[config.mk]
export PLATFORM = sky130hd
export DESIGN_NAME = ddr_note_field
export DESIGN_NICKNAME = d
export VERILOG_FILES = /design/src/rtl/ddr_note_field.sv
export SDC_FILE = /design/constraint.sdc
export NUM_CORES = 1
export LEC_CHECK = 0
export CORE_UTILIZATION = 44
export CTS_CLUSTER_SIZE = 40
export DETAILED_ROUTE_END_ITERATION = 7
export MAX_ROUTING_LAYER = met4
export PLACE_DENSITY = 0.75
export SYNTH_ARGS = -nofsm -noshare
export SYNTH_HDL_FRONTEND = slang
export SYNTH_SLANG_ARGS = --single-unit
[constraint.sdc]
create_clock -name i_clk -period 2.6 [get_ports i_clk]
set_input_delay 0.26 -clock i_clk [delete_from_list [all_inputs] [get_ports i_clk]]
set_output_delay 0.26 -clock i_clk [all_outputs]
set_load 0.005 [all_outputs]
[src/rtl/ddr_note_field.sv]
// ddr_note_field -- scrolling DDR playfield with hit/miss scoring.
//
// A LANES x ROWS grid of arrow lights. Row 0 is the top (notes spawn here),
// row ROWS-1 is the hit row. Each game tick scrolls the grid down one row;
// notes still lit in the hit row when it scrolls off are misses. Rising key
// edges on a lit hit-row lane score hits. A three-state FSM (IDLE/PLAY/OVER)
// gates all grid activity.
//
// Optional build macro: DDR_COMBO_EN adds o_combo (consecutive-hit counter);
// while combo >= 8 every hit lane scores 2 instead of 1.
//
// Ports:
//   i_clk      system clock
//   i_rst      asynchronous active-high reset
//   i_start    level; enters PLAY from IDLE or OVER (clears grid/score/misses)
//   i_tick     one-cycle scroll enable
//   i_spawn    notes inserted into row 0 on tick
//   i_keys     player buttons (synchronous levels)
//   o_lights   grid; bit r*LANES+l is row r, lane l
//   o_hit      pulse: at least one note hit last cycle
//   o_miss     pulse: at least one note lost last cycle
//   o_score    saturating hit score
//   o_misses   saturating miss count (0..15)
//   o_playing  high in PLAY
//   o_over     high in OVER
//   o_combo    (DDR_COMBO_EN only) consecutive-hit counter, saturates at 255
module ddr_note_field #(
    parameter int LANES    = 4,
    parameter int ROWS     = 8,
    parameter int SCORE_W  = 8,
    parameter int MAX_MISS = 5
) (
    input  logic                   i_clk,
    input  logic                   i_rst,
    input  logic                   i_start,
    input  logic                   i_tick,
    input  logic [LANES-1:0]       i_spawn,
    input  logic [LANES-1:0]       i_keys,
    output logic [LANES*ROWS-1:0]  o_lights,
    output logic                   o_hit,
    output logic                   o_miss,
    output logic [SCORE_W-1:0]     o_score,
    output logic [3:0]             o_misses,
    output logic                   o_playing,
`ifdef DDR_COMBO_EN
    output logic                   o_over,
    output logic [7:0]             o_combo
`else
    output logic                   o_over
`endif
);

    localparam int CW    = $clog2(LANES + 1);   // popcount width
    localparam int SUM_W = SCORE_W + CW + 2;
    localparam int MS_W  = CW + 5;
    localparam logic [SCORE_W-1:0] LP_SCORE_MAX = '1;
    localparam logic [3:0]         LP_MAX_MISS  = 4'(MAX_MISS);

    typedef enum logic [1:0] {S_IDLE, S_PLAY, S_OVER} state_t;

    state_t                        r_state, w_state_nxt;
    logic                          w_enter;
    logic [ROWS-1:0][LANES-1:0]    r_grid, w_grid_nxt;
    logic [LANES-1:0]              r_keys_q;
    logic                          r_hit, r_miss;
    logic [SCORE_W-1:0]            r_score;
    logic [3:0]                    r_misses;

    logic                          w_play;
    logic [LANES-1:0]              w_keyrise, w_hitrow, w_hitmask, w_lost;
    logic [CW-1:0]                 w_nhit, w_nlost;
    logic [CW:0]                   w_score_inc;
    logic [SUM_W-1:0]              w_score_sum;
    logic [SCORE_W-1:0]            w_score_nxt;
    logic [MS_W-1:0]               w_miss_sum;
    logic [3:0]                    w_misses_nxt;

    function automatic logic [CW-1:0] f_popcnt(input logic [LANES-1:0] v);
        logic [CW-1:0] c;
        c = '0;
        for (int i = 0; i < LANES; i++) c = c + CW'(v[i]);
        return c;
    endfunction

    // FSM next state; w_enter marks the cycle that (re)starts a game
    always_comb begin
        w_state_nxt = r_state;
        w_enter     = 1'b0;
        case (r_state)
            S_IDLE: if (i_start) begin w_state_nxt = S_PLAY; w_enter = 1'b1; end
            S_PLAY: if (r_misses >= LP_MAX_MISS) w_state_nxt = S_OVER;
            S_OVER: if (i_start) begin w_state_nxt = S_PLAY; w_enter = 1'b1; end
            default: w_state_nxt = S_IDLE;
        endcase
    end

    assign w_play    = (r_state == S_PLAY);
    assign w_keyrise = i_keys & ~r_keys_q;
    assign w_hitrow  = r_grid[ROWS-1];
    // Hits are judged on the pre-shift hit row; a note hit this cycle is
    // removed from the lost set even if a tick scrolls it off.
    assign w_hitmask = w_play ? (w_keyrise & w_hitrow) : '0;
    assign w_lost    = (w_play && i_tick) ? (w_hitrow & ~w_hitmask) : '0;
    assign w_nhit    = f_popcnt(w_hitmask);
    assign w_nlost   = f_popcnt(w_lost);

    always_comb begin
        w_grid_nxt = r_grid;
        if (w_enter) begin
            w_grid_nxt = '0;
        end else if (w_play) begin
            if (i_tick) begin
                for (int r = ROWS-1; r > 0; r--) w_grid_nxt[r] = r_grid[r-1];
                w_grid_nxt[0] = i_spawn;
            end else begin
                w_grid_nxt[ROWS-1] = w_hitrow & ~w_hitmask;
            end
        end
    end

`ifdef DDR_COMBO_EN
    logic [7:0]     r_combo, w_combo_nxt;
    logic [CW+8:0]  w_combo_sum;

    assign w_score_inc = (r_combo >= 8'd8) ? {w_nhit, 1'b0} : {1'b0, w_nhit};
    assign w_combo_sum = (CW+9)'(r_combo) + (CW+9)'(w_nhit);
    always_comb begin
        w_combo_nxt = r_combo;
        if (|w_lost)                       w_combo_nxt = '0;
        else if (w_combo_sum > (CW+9)'(255)) w_combo_nxt = 8'd255;
        else                               w_combo_nxt = w_combo_sum[7:0];
    end
    assign o_combo = r_combo;
`else
    assign w_score_inc = {1'b0, w_nhit};
`endif

    assign w_score_sum  = SUM_W'(r_score) + SUM_W'(w_score_inc);
    assign w_score_nxt  = (w_score_sum > SUM_W'(LP_SCORE_MAX)) ? LP_SCORE_MAX
                                                               : w_score_sum[SCORE_W-1:0];
    assign w_miss_sum   = MS_W'(r_misses) + MS_W'(w_nlost);
    assign w_misses_nxt = (w_miss_sum > MS_W'(15)) ? 4'd15 : w_miss_sum[3:0];

    always_ff @(posedge i_clk or posedge i_rst) begin
        if (i_rst) begin
            r_state  <= S_IDLE;
            r_grid   <= '0;
            r_keys_q <= '0;
            r_hit    <= 1'b0;
            r_miss   <= 1'b0;
            r_score  <= '0;
            r_misses <= '0;
`ifdef DDR_COMBO_EN
            r_combo  <= '0;
`endif
        end else begin
            r_state  <= w_state_nxt;
            r_grid   <= w_grid_nxt;
            r_keys_q <= i_keys;
            r_hit    <= |w_hitmask;
            r_miss   <= |w_lost;
            if (w_enter) begin
                r_score  <= '0;
                r_misses <= '0;
`ifdef DDR_COMBO_EN
                r_combo  <= '0;
`endif
            end else if (w_play) begin
                r_score  <= w_score_nxt;
                r_misses <= w_misses_nxt;
`ifdef DDR_COMBO_EN
                r_combo  <= w_combo_nxt;
`endif
            end
        end
    end

    assign o_lights  = r_grid;
    assign o_hit     = r_hit;
    assign o_miss    = r_miss;
    assign o_score   = r_score;
    assign o_misses  = r_misses;
    assign o_playing = (r_state == S_PLAY);
    assign o_over    = (r_state == S_OVER);

endmodule

Word-level counts from Yosys, hierarchy flattened

Index checks and enable logic that the tools add are counted.

Bitwise operators: 5
Equal/unequal tests: 4
Reductions and logical operators: 9
Magnitude comparators: 3
Add/sub/neg operators: 8
Multiplexer cells: 17

Operators by type and width:

| cell                 | number |
|---|---|
| $mux W32             | 2 |
| $mux W28             | 1 |
| $mux W4              | 6 |
| $mux W8              | 3 |
| $and A4 B4 Y4        | 3 |
| $add A8 B3 Y9        | 1 |
| $gt A9 B8 Y1 const B | 1 |
| $not A4 Y4           | 2 |
| $reduce_or A4 Y1     | 2 |
| $add A2 B1 Y3        | 2 |
| $add A3 B1 Y3        | 2 |
| $add A4 B3 Y5        | 1 |
| $gt A5 B4 Y1 const B | 1 |
| $add A1 B1 Y2        | 2 |
| $ge A4 B3 Y1 const B | 1 |
| $mux W2              | 2 |
| $ne A2 B1 Y1 const B | 2 |
| $pmux W2 S2          | 1 |
| $reduce_and A2 Y1    | 2 |
| $reduce_bool A2 Y1   | 2 |
| $eq A2 B1 Y1 const B | 1 |
| $eq A2 B2 Y1 const B | 1 |
| $logic_not A2 Y1     | 1 |
| $mux W1              | 2 |
| 2 further kinds      | 2 |

Flip-flop bits (word level): 52
Logic and storage cells: 60
Output and inout port bits: 48

Logic depth before layout (Yosys ltp)

Gate-level depths: netlist (run 1).

Depth after elaboration: 15
Gate-level depth with buffers: 12
Depth with buffers taken out: 12

Worst setup path before layout (run 1)

OpenSTA, ideal clock, no wires.

Path type: reg-to-reg
Start point: register r_state[1]
End point: register r_misses[3], in the netlist o_misses[3]
Path buffers: 2
Library setup time: 126 ps
Data arrival time: 2731 ps
Cell stages (with the launch flop): 13
Clock period less this slack: 2857 ps
Setup slack: -257 ps
Path through: dfrtp_1 -> nand2b_4 -> inv_4 -> and2_1 -> buf_4 -> buf_2 -> nand3b_1 -> fa_1 -> fa_1 -> inv_1 -> fa_1 -> nand2b_1 -> o311a_1

Cells in the longest elaborated chain, start to end: 13
Elaborated cells on any way between the ends: 19
Classes of those cells: add/sub: 4; order compare: 1; eq/ne: 2; mux: 6; bitwise: 2; reduce/logical: 4

Ends and longest elaborated chain:

| element                  | RTL line | RTL |
|---|---|---|
| start: declaration       | 61       | `state_t r_state, w_state_nxt;` |
| start signal: assignment | 157      | `r_state <= w_state_nxt;` |
| $eq A2 B1 Y1             | 97       | `assign w_play = (r_state == S_PLAY);` |
| $mux W4                  | 102      | `assign w_hitmask = w_play ? (w_keyrise & w_hitrow) : '0;` |
| $not A4 Y4               | 103      | `assign w_lost = (w_play && i_tick) ? (w_hitrow & ~w_hitmask) : '0;` |
| $and A4 B4 Y4            | 103      |  |
| $mux W4                  | 103      |  |
| $add A1 B1 Y2            | 81       | `for (int i = 0; i < LANES; i++) c = c + CW'(v[i]);` |
| $add A2 B1 Y3            | 81       |  |
| $add A3 B1 Y3            | 81       |  |
| $add A4 B3 Y5            | 141      | `assign w_miss_sum = MS_W'(r_misses) + MS_W'(w_nlost);` |
| $gt A5 B4 Y1             | 142      | `assign w_misses_nxt = (w_miss_sum > MS_W'(15)) ? 4'd15 : w_miss_sum[3:0];` |
| $mux W4                  | 142      |  |
| $mux W4                  | 168      | `end else if (w_play) begin` |
| $mux W4                  | 162      | `if (w_enter) begin` |
| end signal: assignment   | 170      | `r_misses <= w_misses_nxt;` |
| end: declaration         | 67       | `logic [3:0] r_misses;` |

Parallel ways exist; a longest one is shown, timed or not. The select of a mux whose other input is x is not followed.
A chain may end at the register's enable or synchronous reset.

Worst setup path in the final report (run 1)

Ends and elaborated chain as after synthesis.

==> results of run 1 <==
-- layer usage --
metal | share of wire | track usage | wire length, um | vias up
met5 | 0 | - | 0 | -
met4 | 0.013 | 0.0519 | 73 | 0
met3 | 0.050 | 0.0527 | 293 | 8
met2 | 0.48 | 0.342 | 2810 | 55
met1 | 0.46 | 0.278 | 2660 | 1021
li1 | - | - | - | 1014
-- state kept, by name (all words and copies together) (netlist names) --
name and cells:
o_lights 28, r_keys_q 4, o_miss 1, o_misses 4
o_score 8, o_hit 1, r_state 2, w_hitrow 4
-- placed cells by master (no fill, tap or decap), drive strengths merged, types with 6 or more instances in the layout --
cell type,n
nand3,21
dfrtp,52
fa,6
clkdlybuf4s50,59
nand2,67
buf,27
nor3,6
a21oi,20
inv,11
o21ai,7
-- repair_timing --
action                     4_1_cts  5_1_grt
setup buffers                    1        6
setup endpoints to repair        6        9
pin swaps                        3        9
gates resized for setup          9        5
-- kinds of logic after synthesis --
kind of cell | Yosys count | synth area share
adder cells (fa/ha/maj) | 8 | 0.0594
AO/OA/AOI/OAI | 48 | 0.122
buffers and inverters | 24 | 0.0476
XOR/XNOR | 1 | 0.00358
AND/OR/NAND/NOR | 121 | 0.235
flip-flops | 52 | 0.532
-- per-stage QoR --
stage          utilization  setup TNS (ns)  worst slack [ns]  cell area (sq um)  total power [uW]
2_1_floorplan            -          -0.125           -0.0921               2480              2050
3_3_place_gp         0.616           -2.52            -0.340               3230              2820
3_5_place_dp         0.616           -3.31            -0.454               3230              2870
4_1_cts              0.645               0           0.00141               3380              3470
5_1_grt              0.656          -0.185           -0.0705               3440              3770
6_report             0.656               0            0.0348               3440              3530
-- cell usage after synthesis (all sizes together), types with 2 or more instances --
| library cell | number | share of area |
|---|---|---|
| a211oi | 2 | 0.0061 |
| a21oi | 20 | 0.041 |
| a22o | 5 | 0.018 |
| a22oi | 2 | 0.0061 |
| a31oi | 5 | 0.013 |
| and2 | 2 | 0.0051 |
| and3 | 3 | 0.012 |
| buf | 10 | 0.025 |
| clkbuf | 3 | 0.0046 |
| dfrtp | 52 | 0.53 |
| fa | 6 | 0.049 |
| ha | 2 | 0.010 |
| inv | 11 | 0.018 |
| nand2 | 67 | 0.10 |
| nand2b | 5 | 0.016 |
| nand3 | 21 | 0.043 |
| nand3b | 4 | 0.012 |
| nor2 | 5 | 0.0077 |
| nor2b | 5 | 0.013 |
| nor3 | 6 | 0.012 |
| o211ai | 2 | 0.0061 |
| o21ai | 7 | 0.014 |
| o21bai | 2 | 0.0061 |
| o311a | 2 | 0.0082 |
-- worst max-delay path, delay by kind of cell (launching register included) --
kind	cells	cell delay, ns
AOI/OAI and AO/OA	1	0.28
adders and majority gates	3	1.11
buffers and inverters	2	0.11
DFF	1	0.38
and+or+nand+nor	4	0.57
-- final timing paths --
kind,depth (start not counted),from,slack [ns],end
worst max-delay path,10,r_state[1],0.03,o_misses[3]
worst min-delay path,2,i_rst,0.36,o_lights[26]
worst max register to register,10,r_state[1],0.03,o_misses[3]
worst min register to register,2,o_lights[20],0.51,o_lights[24]
max in group asynchronous,3,i_rst,1.62,o_lights[11]
min in group i_clk,1,i_keys[2],0.42,r_keys_q[2]
-- power groups by stage --
stage / sequential [uW] / combinational [uW] / clock (uW)
floorplan: 1320 / 733 / 0
global placement: 1330 / 1490 / 0
detailed placement: 1340 / 1530 / 0
CTS: 1330 / 1560 / 580
global route: 1370 / 1790 / 608
finish: 1330 / 1630 / 569
-- cell type report --
| class | count | area [sq um] | area share |
|---|---|---|---|
| flip-flops and latches | 52 | 1300 | 0.379 |
| clock inverters | 3 | 47.5 | 0.0138 |
| repair buffers | 86 | 793 | 0.231 |
| well taps | 70 | 87.6 | 0.0255 |
| clock buffers | 5 | 68.8 | 0.0200 |
| multi-input cells | 178 | 1090 | 0.318 |
| inverters | 11 | 46.3 | 0.0135 |
==> results.py, run 1 <==
metrics = {
    "worst_setup_path": {
        "cp_cell_sequence": "nand2b_4 -> inv_6 -> and2_4 -> nand3b_1 -> fa_1 -> fa_2 -> inv_2 -> fa_2 -> nand2b_4 -> o311a_1",
        "critPathLaunchType": "register",
        "cp.arrival_ns": 2.76,
        "worst_setup_path_end_kind": "register",
        "cp.required_ns": 2.80,
        "cp_slowest_stage_delay_ns": 0.55,
        "critical_path_class": "register to register",
        "crit_fanout": 6,
        "crit_slowest_cell": "fa_1",
    },
    "clock_tree": {
        "cts_hold_buf": 0,
        "clk_latency_ns": 0.31,
        "clock-sinks": 52,
        "clk_path_buf_depth": 2,
        "cts_buffers": 5,
        "htree_levels": 2,
        "clock-root-buffer": "clkbuf_8",
        "cts_tree": "built",
        "cts.clk_slew.worst_paths_ns": 0.10,
    },
    "timing": {
        "fmax_mhz": 390,
        "period_minus_slack_ns": 2.57,
        "fin_skew_ns": 0.0105,
        "period_share": 0.987,
        "slew_viol_final": 0,
        "tightest_slew_ns": 0.665,
        "setup_viol": 0,
        "hold_viol_final": 0,
        "hold_slack_ns": 0.356,
        "max_slew_margin": 0.556,
        "rsz0062_at_grt": "yes",
    },
    "finish": {
        "stdcell_count": 405,
        "layout-drive-gt1-share": 0.167,
        "fin_nets": 354,
        "num_antenna_cells": 0,
        "synthToLayoutAreaGrowth_pct": 40.5,
        "fill_cells": 438,
    },
    "synthesis": {
        "synth_fp_nets": 274,
        "async_flop_share": 1.00,
        "ys_seq_area_frac": 0.532,
        "synth_cell_types": 34,
        "ys_ff_latch": 52,
        "synth_ff_type": "dfrtp_1",
        "synthCells": 254,
        "synth-edff-count": 0,
        "synth_area_per_cell_sq_um": 9.63,
        "ys_warn_count": 0,
        "post_synth_instance_area_sq_um": 2440,
    },
    "floorplan": {
        "core_area_sq_um": 5240,
        "dieArea_sq_um": 5860,
        "die_h_um": 76.5,
        "num_rows": 26,
        "die_w_um": 76.5,
        "start_util": 0.467,
        "io_pins": 60,
    },
    "global_route": {
        "track_usage": 0.215,
        "antenna_found_initial": 0,
        "overflow": 0,
        "grt_max_degree": 32,
        "grt_pass1_wl_mm": 9.76,
        "grt_pass1_vias": 2013,
    },
    "power_and_ir_drop": {
        "p_sw_uw": 1270,
        "p_seq_frac": 0.376,
        "power.clock.fraction": 0.161,
        "ir_drop_v": 0.000479,
        "p_per_area_nw_per_um2": 1030,
        "p_leak_uw": 0.00158,
        "combPwrFrac": 0.463,
        "switching_share": 0.358,
        "p_int_uw": 2270,
    },
    "detailed_routing": {
        "via_per_inst": 5.18,
        "vias": 2098,
        "drt_iter0_markers": 96,
        "wirelength_mm": 5.83,
        "wl_per_cell_um": 14.4,
        "antenna_left": 0,
        "drt_pass1_iterations": 4,
        "drc": 0,
    },
    "placement": {
        "numPortBuffers": 59,
        "gp_congestion": 0.813,
        "dp_cells": 390,
        "dp_hpwl_mm": 4.09,
    },
    "min_path": {
        "min_path_type": "primary input to async pin",
    },
    "run": {
        "cap_violations": 0,
    },
    "status": {
        "run_status": "complete, no violations",
    },
}
Note: power is estimated with default switching activity, not from simulation.
==> run 2, diff against run 1 <==
==> constraint.sdc (replaced) <==
create_clock -name i_clk -period 2.2 [get_ports i_clk]
set_input_delay 0.22 -clock i_clk [delete_from_list [all_inputs] [get_ports i_clk]]
set_output_delay 0.22 -clock i_clk [all_outputs]
set_load 0.005 [all_outputs]
==> run 2 against run 1 <==
Utilization up 2.9 points. Die area unchanged. Critical path type is now primary input to register. Sequential power up 17%. Sequential cell count unchanged. Clock skew down 0.0039 ns. Worst hold slack worse by 0.078 ns. Non-clock buffer count up 8. Clock power up 22%. Largest power group unchanged. Via count up 4.4%. Largest cell class unchanged. Cell count up 2.0%. The run now ends with setup timing left. Register-to-register slack worse by 0.42 ns.
==> results.py, run 2 (same netlist as run 1, synthesis figures left out) <==
metrics = {
    "finish": {
        "most-common-layout-cells": "nand2_1 (66), clkdlybuf4s50_1 (59), dfrtp_1 (52)",
        "synthToLayoutAreaGrowth_pct": 46.7,
        "layout_commonest_cell": "nand2_1",
        "layout-drive-gt1-share": 0.216,
        "stdcell_count": 413,
        "fin_nets": 362,
        "design_area_sq_um": 3590,
        "largest_register_ffs": 28,
        "num_antenna_cells": 0,
    },
    "detailed_routing": {
        "vias": 2191,
        "wirelength_mm": 6.43,
        "drt_iter0_markers": 144,
        "drc": 0,
        "wl_per_cell_um": 15.6,
        "drt_pass1_iterations": 6,
        "antenna_left": 0,
        "via_per_inst": 5.31,
    },
    "timing": {
        "fmax_mhz": 387,
        "period_minus_slack_ns": 2.58,
        "fin_skew_ns": 0.00660,
        "setup_viol": 12,
        "hold_slack_ns": 0.278,
        "slew_viol_final": 0,
        "rsz0062_at_grt": "yes",
        "period_share": 1.17,
        "fin_ws_ns": -0.382,
        "tightest_slew_ns": 0.496,
        "max_slew_margin": 0.669,
        "hold_viol_final": 0,
    },
    "floorplan": {
        "die_h_um": 76.5,
        "core_area_sq_um": 5240,
        "num_rows": 26,
        "start_util": 0.467,
        "die_w_um": 76.5,
        "dieArea_sq_um": 5860,
        "io_pins": 60,
    },
    "power_and_ir_drop": {
        "p_per_area_nw_per_um2": 1210,
        "switching_share": 0.362,
        "p_int_uw": 2760,
        "p_leak_uw": 0.00165,
        "combPwrFrac": 0.479,
        "ir_drop_v": 0.000653,
        "finalPower_uw": 4330,
        "p_sw_uw": 1570,
        "p_seq_frac": 0.361,
        "power.clock.fraction": 0.160,
    },
    "worst_setup_path": {
        "cpMostUsedCell": "fa_2",
        "crit_fanout": 4,
        "reg2reg_slack_ns": -0.38,
        "crit_slowest_cell": "fa_1",
        "critical_path_class": "primary input to register",
        "cp_num_buf_inv": 3,
        "worst_setup_path_end_kind": "register",
        "critPathLaunchType": "primary input",
        "cpLargestDelayFamily": "adder cells",
        "cp.required_ns": 2.42,
        "cp_cell_sequence": "clkdlybuf4s50_1 -> nor2b_2 -> and3_4 -> fa_1 -> inv_1 -> fa_2 -> inv_2 -> fa_2 -> nand2_4 -> nor3_4 -> a31oi_2 -> a211oi_2",
        "cp.arrival_ns": 2.80,
        "cp_slowest_stage_delay_ns": 0.51,
    },
    "min_path": {
        "min_path_type": "primary input to async pin",
    },
    "status": {
        "violations": "setup timing",
        "run_status": "finished with violations",
    },
    "clock_tree": {
        "clk_path_buf_depth": 2,
        "clock-root-buffer": "clkbuf_8",
        "clock-sinks": 52,
        "htree_levels": 2,
        "clk_latency_ns": 0.31,
        "cts_hold_buf": 0,
        "cts_tree": "built",
        "cts_buffers": 5,
        "cts.clk_slew.worst_paths_ns": 0.09,
    },
    "placement": {
        "gp_congestion": 0.830,
        "dp_hpwl_mm": 4.09,
        "numPortBuffers": 59,
        "placed_area_sq_um": 3270,
        "dp_cells": 393,
    },
    "global_route": {
        "grt_pass1_vias": 2130,
        "grt_pass1_wl_mm": 10.2,
        "track_usage": 0.226,
        "overflow": 0,
        "antenna_found_initial": 0,
        "grt_max_degree": 31,
    },
    "run": {
        "cap_violations": 0,
    },
}
run 2: cell count changes in the layout (fill, tap and decap cells not counted), sizes merged:
cell    before  now
clkinv       2    1
clkbuf       5    6
buf         27   35
run 2: area by class of cell:
type                    count  area (sq um)
flip-flops and latches     52          1300
clock inverters             2          38.8
multi-input cells         178          1160
well taps                  70          87.6
repair buffers             94           870
inverters                  11          43.8
clock buffers               6          82.6
fillers                   394          1650
run 2: layer usage:
metal | track usage | vias to the layer above | share of wire
li1 | - | 1035 | -
met1 | 0.302 | 1074 | 0.43
met2 | 0.357 | 73 | 0.49
met3 | 0.0431 | 9 | 0.061
met4 | 0.0577 | 0 | 0.0098
met5 | - | - | 0
run 2: power groups by stage:
stage	clock network (uW)	logic [uW]	registers [uW]
6_report	694	2070	1560
5_1_grt	741	2240	1620
4_1_cts	700	1960	1560
3_5_place_dp	0	1870	1560
3_3_place_gp	0	1820	1550
2_1_floorplan	0	871	1560
run 2: path summary, 6_finish.rpt:
| path | startpoint | cells after the start | end |
|---|---|---|---|
| worst max-delay path | i_keys[0] | 12 | o_score[6] |
| worst max register to register | r_state[0] | 12 | o_score[6] |
| min in group i_clk | i_keys[2] | 1 | r_keys_q[2] |
| max in group asynchronous | i_rst | 3 | o_lights[19] |
| worst min register to register | o_lights[20] | 2 | o_lights[24] |
| worst min-delay path | i_rst | 2 | o_lights[14] |
run 2: through the flow:
step | TNS (ns) | setup slack, ns | utilization
global route | -4.73 | -0.515 | 0.685
finish | -3.47 | -0.382 | 0.685
detailed placement | -6.63 | -0.695 | 0.624
CTS | -3.49 | -0.369 | 0.669
global placement | -6.31 | -0.657 | 0.624
floorplan | -3.30 | -0.492 | -
run 2: repair_timing:
action | 4_1_cts | 5_1_grt
endpoints found under the setup margin | 12 | 12
setup buffers | 9 | 4
pin swaps | 14 | 11
gates resized for setup | 12 | 13
endpoints found under the hold margin | 0 | 0
==> edit (settings of run 1) <==
The parameter `LANES` goes from 4 to 2.
--- a/src/rtl/ddr_note_field.sv
+++ b/src/rtl/ddr_note_field.sv
@@ -26,5 +26,5 @@
 //   o_combo    (DDR_COMBO_EN only) consecutive-hit counter, saturates at 255
 module ddr_note_field #(
-    parameter int LANES    = 4,
+    parameter int LANES    = 2,
     parameter int ROWS     = 8,
     parameter int SCORE_W  = 8,
Interface: changed (resized i_keys, i_spawn and o_lights); port bits go from 60 to 40. No check against the original RTL was run, so the function may have changed too.
==> edit against run 1 <==
- synthesized area decreased by 34%
- clock power decreased by 47%
- first-iteration DRC count decreased by 20%
- utilization decreased by 4.1 points
- sequential power decreased by 34%
- routed wire length decreased by 37%
- sequential cell count decreased by 18
- power decreased by 42%
- design area decreased by 39%
- worst setup slack improved by 0.32 ns
- highest routed layer unchanged
==> edit: results (changes against run 1) <==
\begin{tabular}{lr}
\hline
Metric & Value \\
\hline
\multicolumn{2}{l}{\textbf{Place}} \\
\quad Placement Cell Area & 2042 sq um (was 3226 sq um) \\
\quad Last weighted congestion value of the routability-driven placer & 0.8384 (was 0.8132) \\
\quad Input/output buffers & 39 (was 59) \\
\multicolumn{2}{l}{\textbf{Global routing}} \\
\quad Via count of the first global-routing pass & 1346 (was 2013) \\
\quad Met3 usage in global routing & 6.752\% (was 5.269\%) \\
\quad Fraction of met2 tracks used by global routing & 34.51\% (was 34.23\%) \\
\quad Met1 Usage GRT & 24.49\% (was 27.83\%) \\
\quad Gr usage total & 21.29\% (was 21.53\%) \\
\multicolumn{2}{l}{\textbf{Routing}} \\
\quad Overall routed net length & 3.691 mm (was 5.830 mm) \\
\quad Routed via count & 1406 (was 2098) \\
\quad Met1 Routed Length & 1.623 mm (was 2.658 mm) \\
\multicolumn{2}{l}{\textbf{Timing}} \\
\quad Maximum clock skew at final layout & 0.007692 ns (was 0.01055 ns) \\
\quad Transition time of the tightest slew-check pin & 0.4323 ns (was 0.6649 ns) \\
\quad Share of the clock period used by the worst path after layout & 86.30\% (was 98.66\%) \\
\multicolumn{2}{l}{\textbf{Worst setup path}} \\
\quad Data arrival time of the worst path & 2.48 ns (was 2.76 ns) \\
\quad Depth of the worst register-to-register path & 7 (was 10) \\
\multicolumn{2}{l}{\textbf{Yosys}} \\
\quad Adder and majority gate portion of the synthesized area & 4.028\% (was 5.937\%) \\
\quad Count of mapped cells out of synthesis & 170 (was 254) \\
\quad Leading post-synthesis cells by instance count & sky130\_fd\_sc\_hd\_\_nand2\_1, sky130\_fd\_sc\_hd\_\_dfrtp\_1, sky130\_fd\_sc\_hd\_\_o21ai\_0 (was sky130\_fd\_sc\_hd\_\_nand2\_1, sky130\_fd\_sc\_hd\_\_dfrtp\_1, sky130\_fd\_sc\_hd\_\_nand3\_1) \\
\multicolumn{2}{l}{\textbf{Pwr}} \\
\quad Part of the power in combinational logic & 42.2\% (was 46.3\%) \\
\quad LEAKAGE & 0.9091 nW (was 1.577 nW) \\
\quad Total design power & 0.002043 W (was 0.003533 W) \\
\quad Relative contribution of the clock network to total power & 14.8\% (was 16.1\%) \\
\multicolumn{2}{l}{\textbf{Final layout}} \\
\quad Sequential cell area & 850.8 sq um (was 1301 sq um) \\
\quad Clock buffer count in the final layout & 7 (was 5) \\
\quad Proportion of final cell area spent on non-clock buffers & 20.00\% (was 23.09\%) \\
\quad Share of cell area taken by flip-flops and latches & 40.48\% (was 37.87\%) \\
\multicolumn{2}{l}{\textbf{Run status}} \\
\quad Outcome & complete, no violations (unchanged) \\
\hline
\end{tabular}
## edit: cell types whose count changed in the layout (fill, tap and decap cells not counted), moves of 5 or more
cell                              change
sky130_fd_sc_hd__dfrtp_1             -18
sky130_fd_sc_hd__nand3_1             -15
sky130_fd_sc_hd__nand2_1             -30
sky130_fd_sc_hd__buf_4               -23
sky130_fd_sc_hd__clkbuf_4             +5
sky130_fd_sc_hd__clkdlybuf4s50_1     -20
sky130_fd_sc_hd__o21ai_0             +10
sky130_fd_sc_hd__a21oi_1             -10
## edit: how the worst min path moves through the flow
| stage | start | end | slack, ns |
|---|---|---|---|
| floorplan | i_keys[0] | r_keys_q[0] | 0.29 |
| global placement | o_lights[8] | o_lights[10] | 0.49 |
| detailed placement | o_lights[11] | o_lights[13] | 0.50 |
| CTS | i_rst | o_lights[6] | 0.32 |
| global route | i_rst | o_lights[7] | 0.34 |
| finish | i_rst | o_lights[6] | 0.30 |
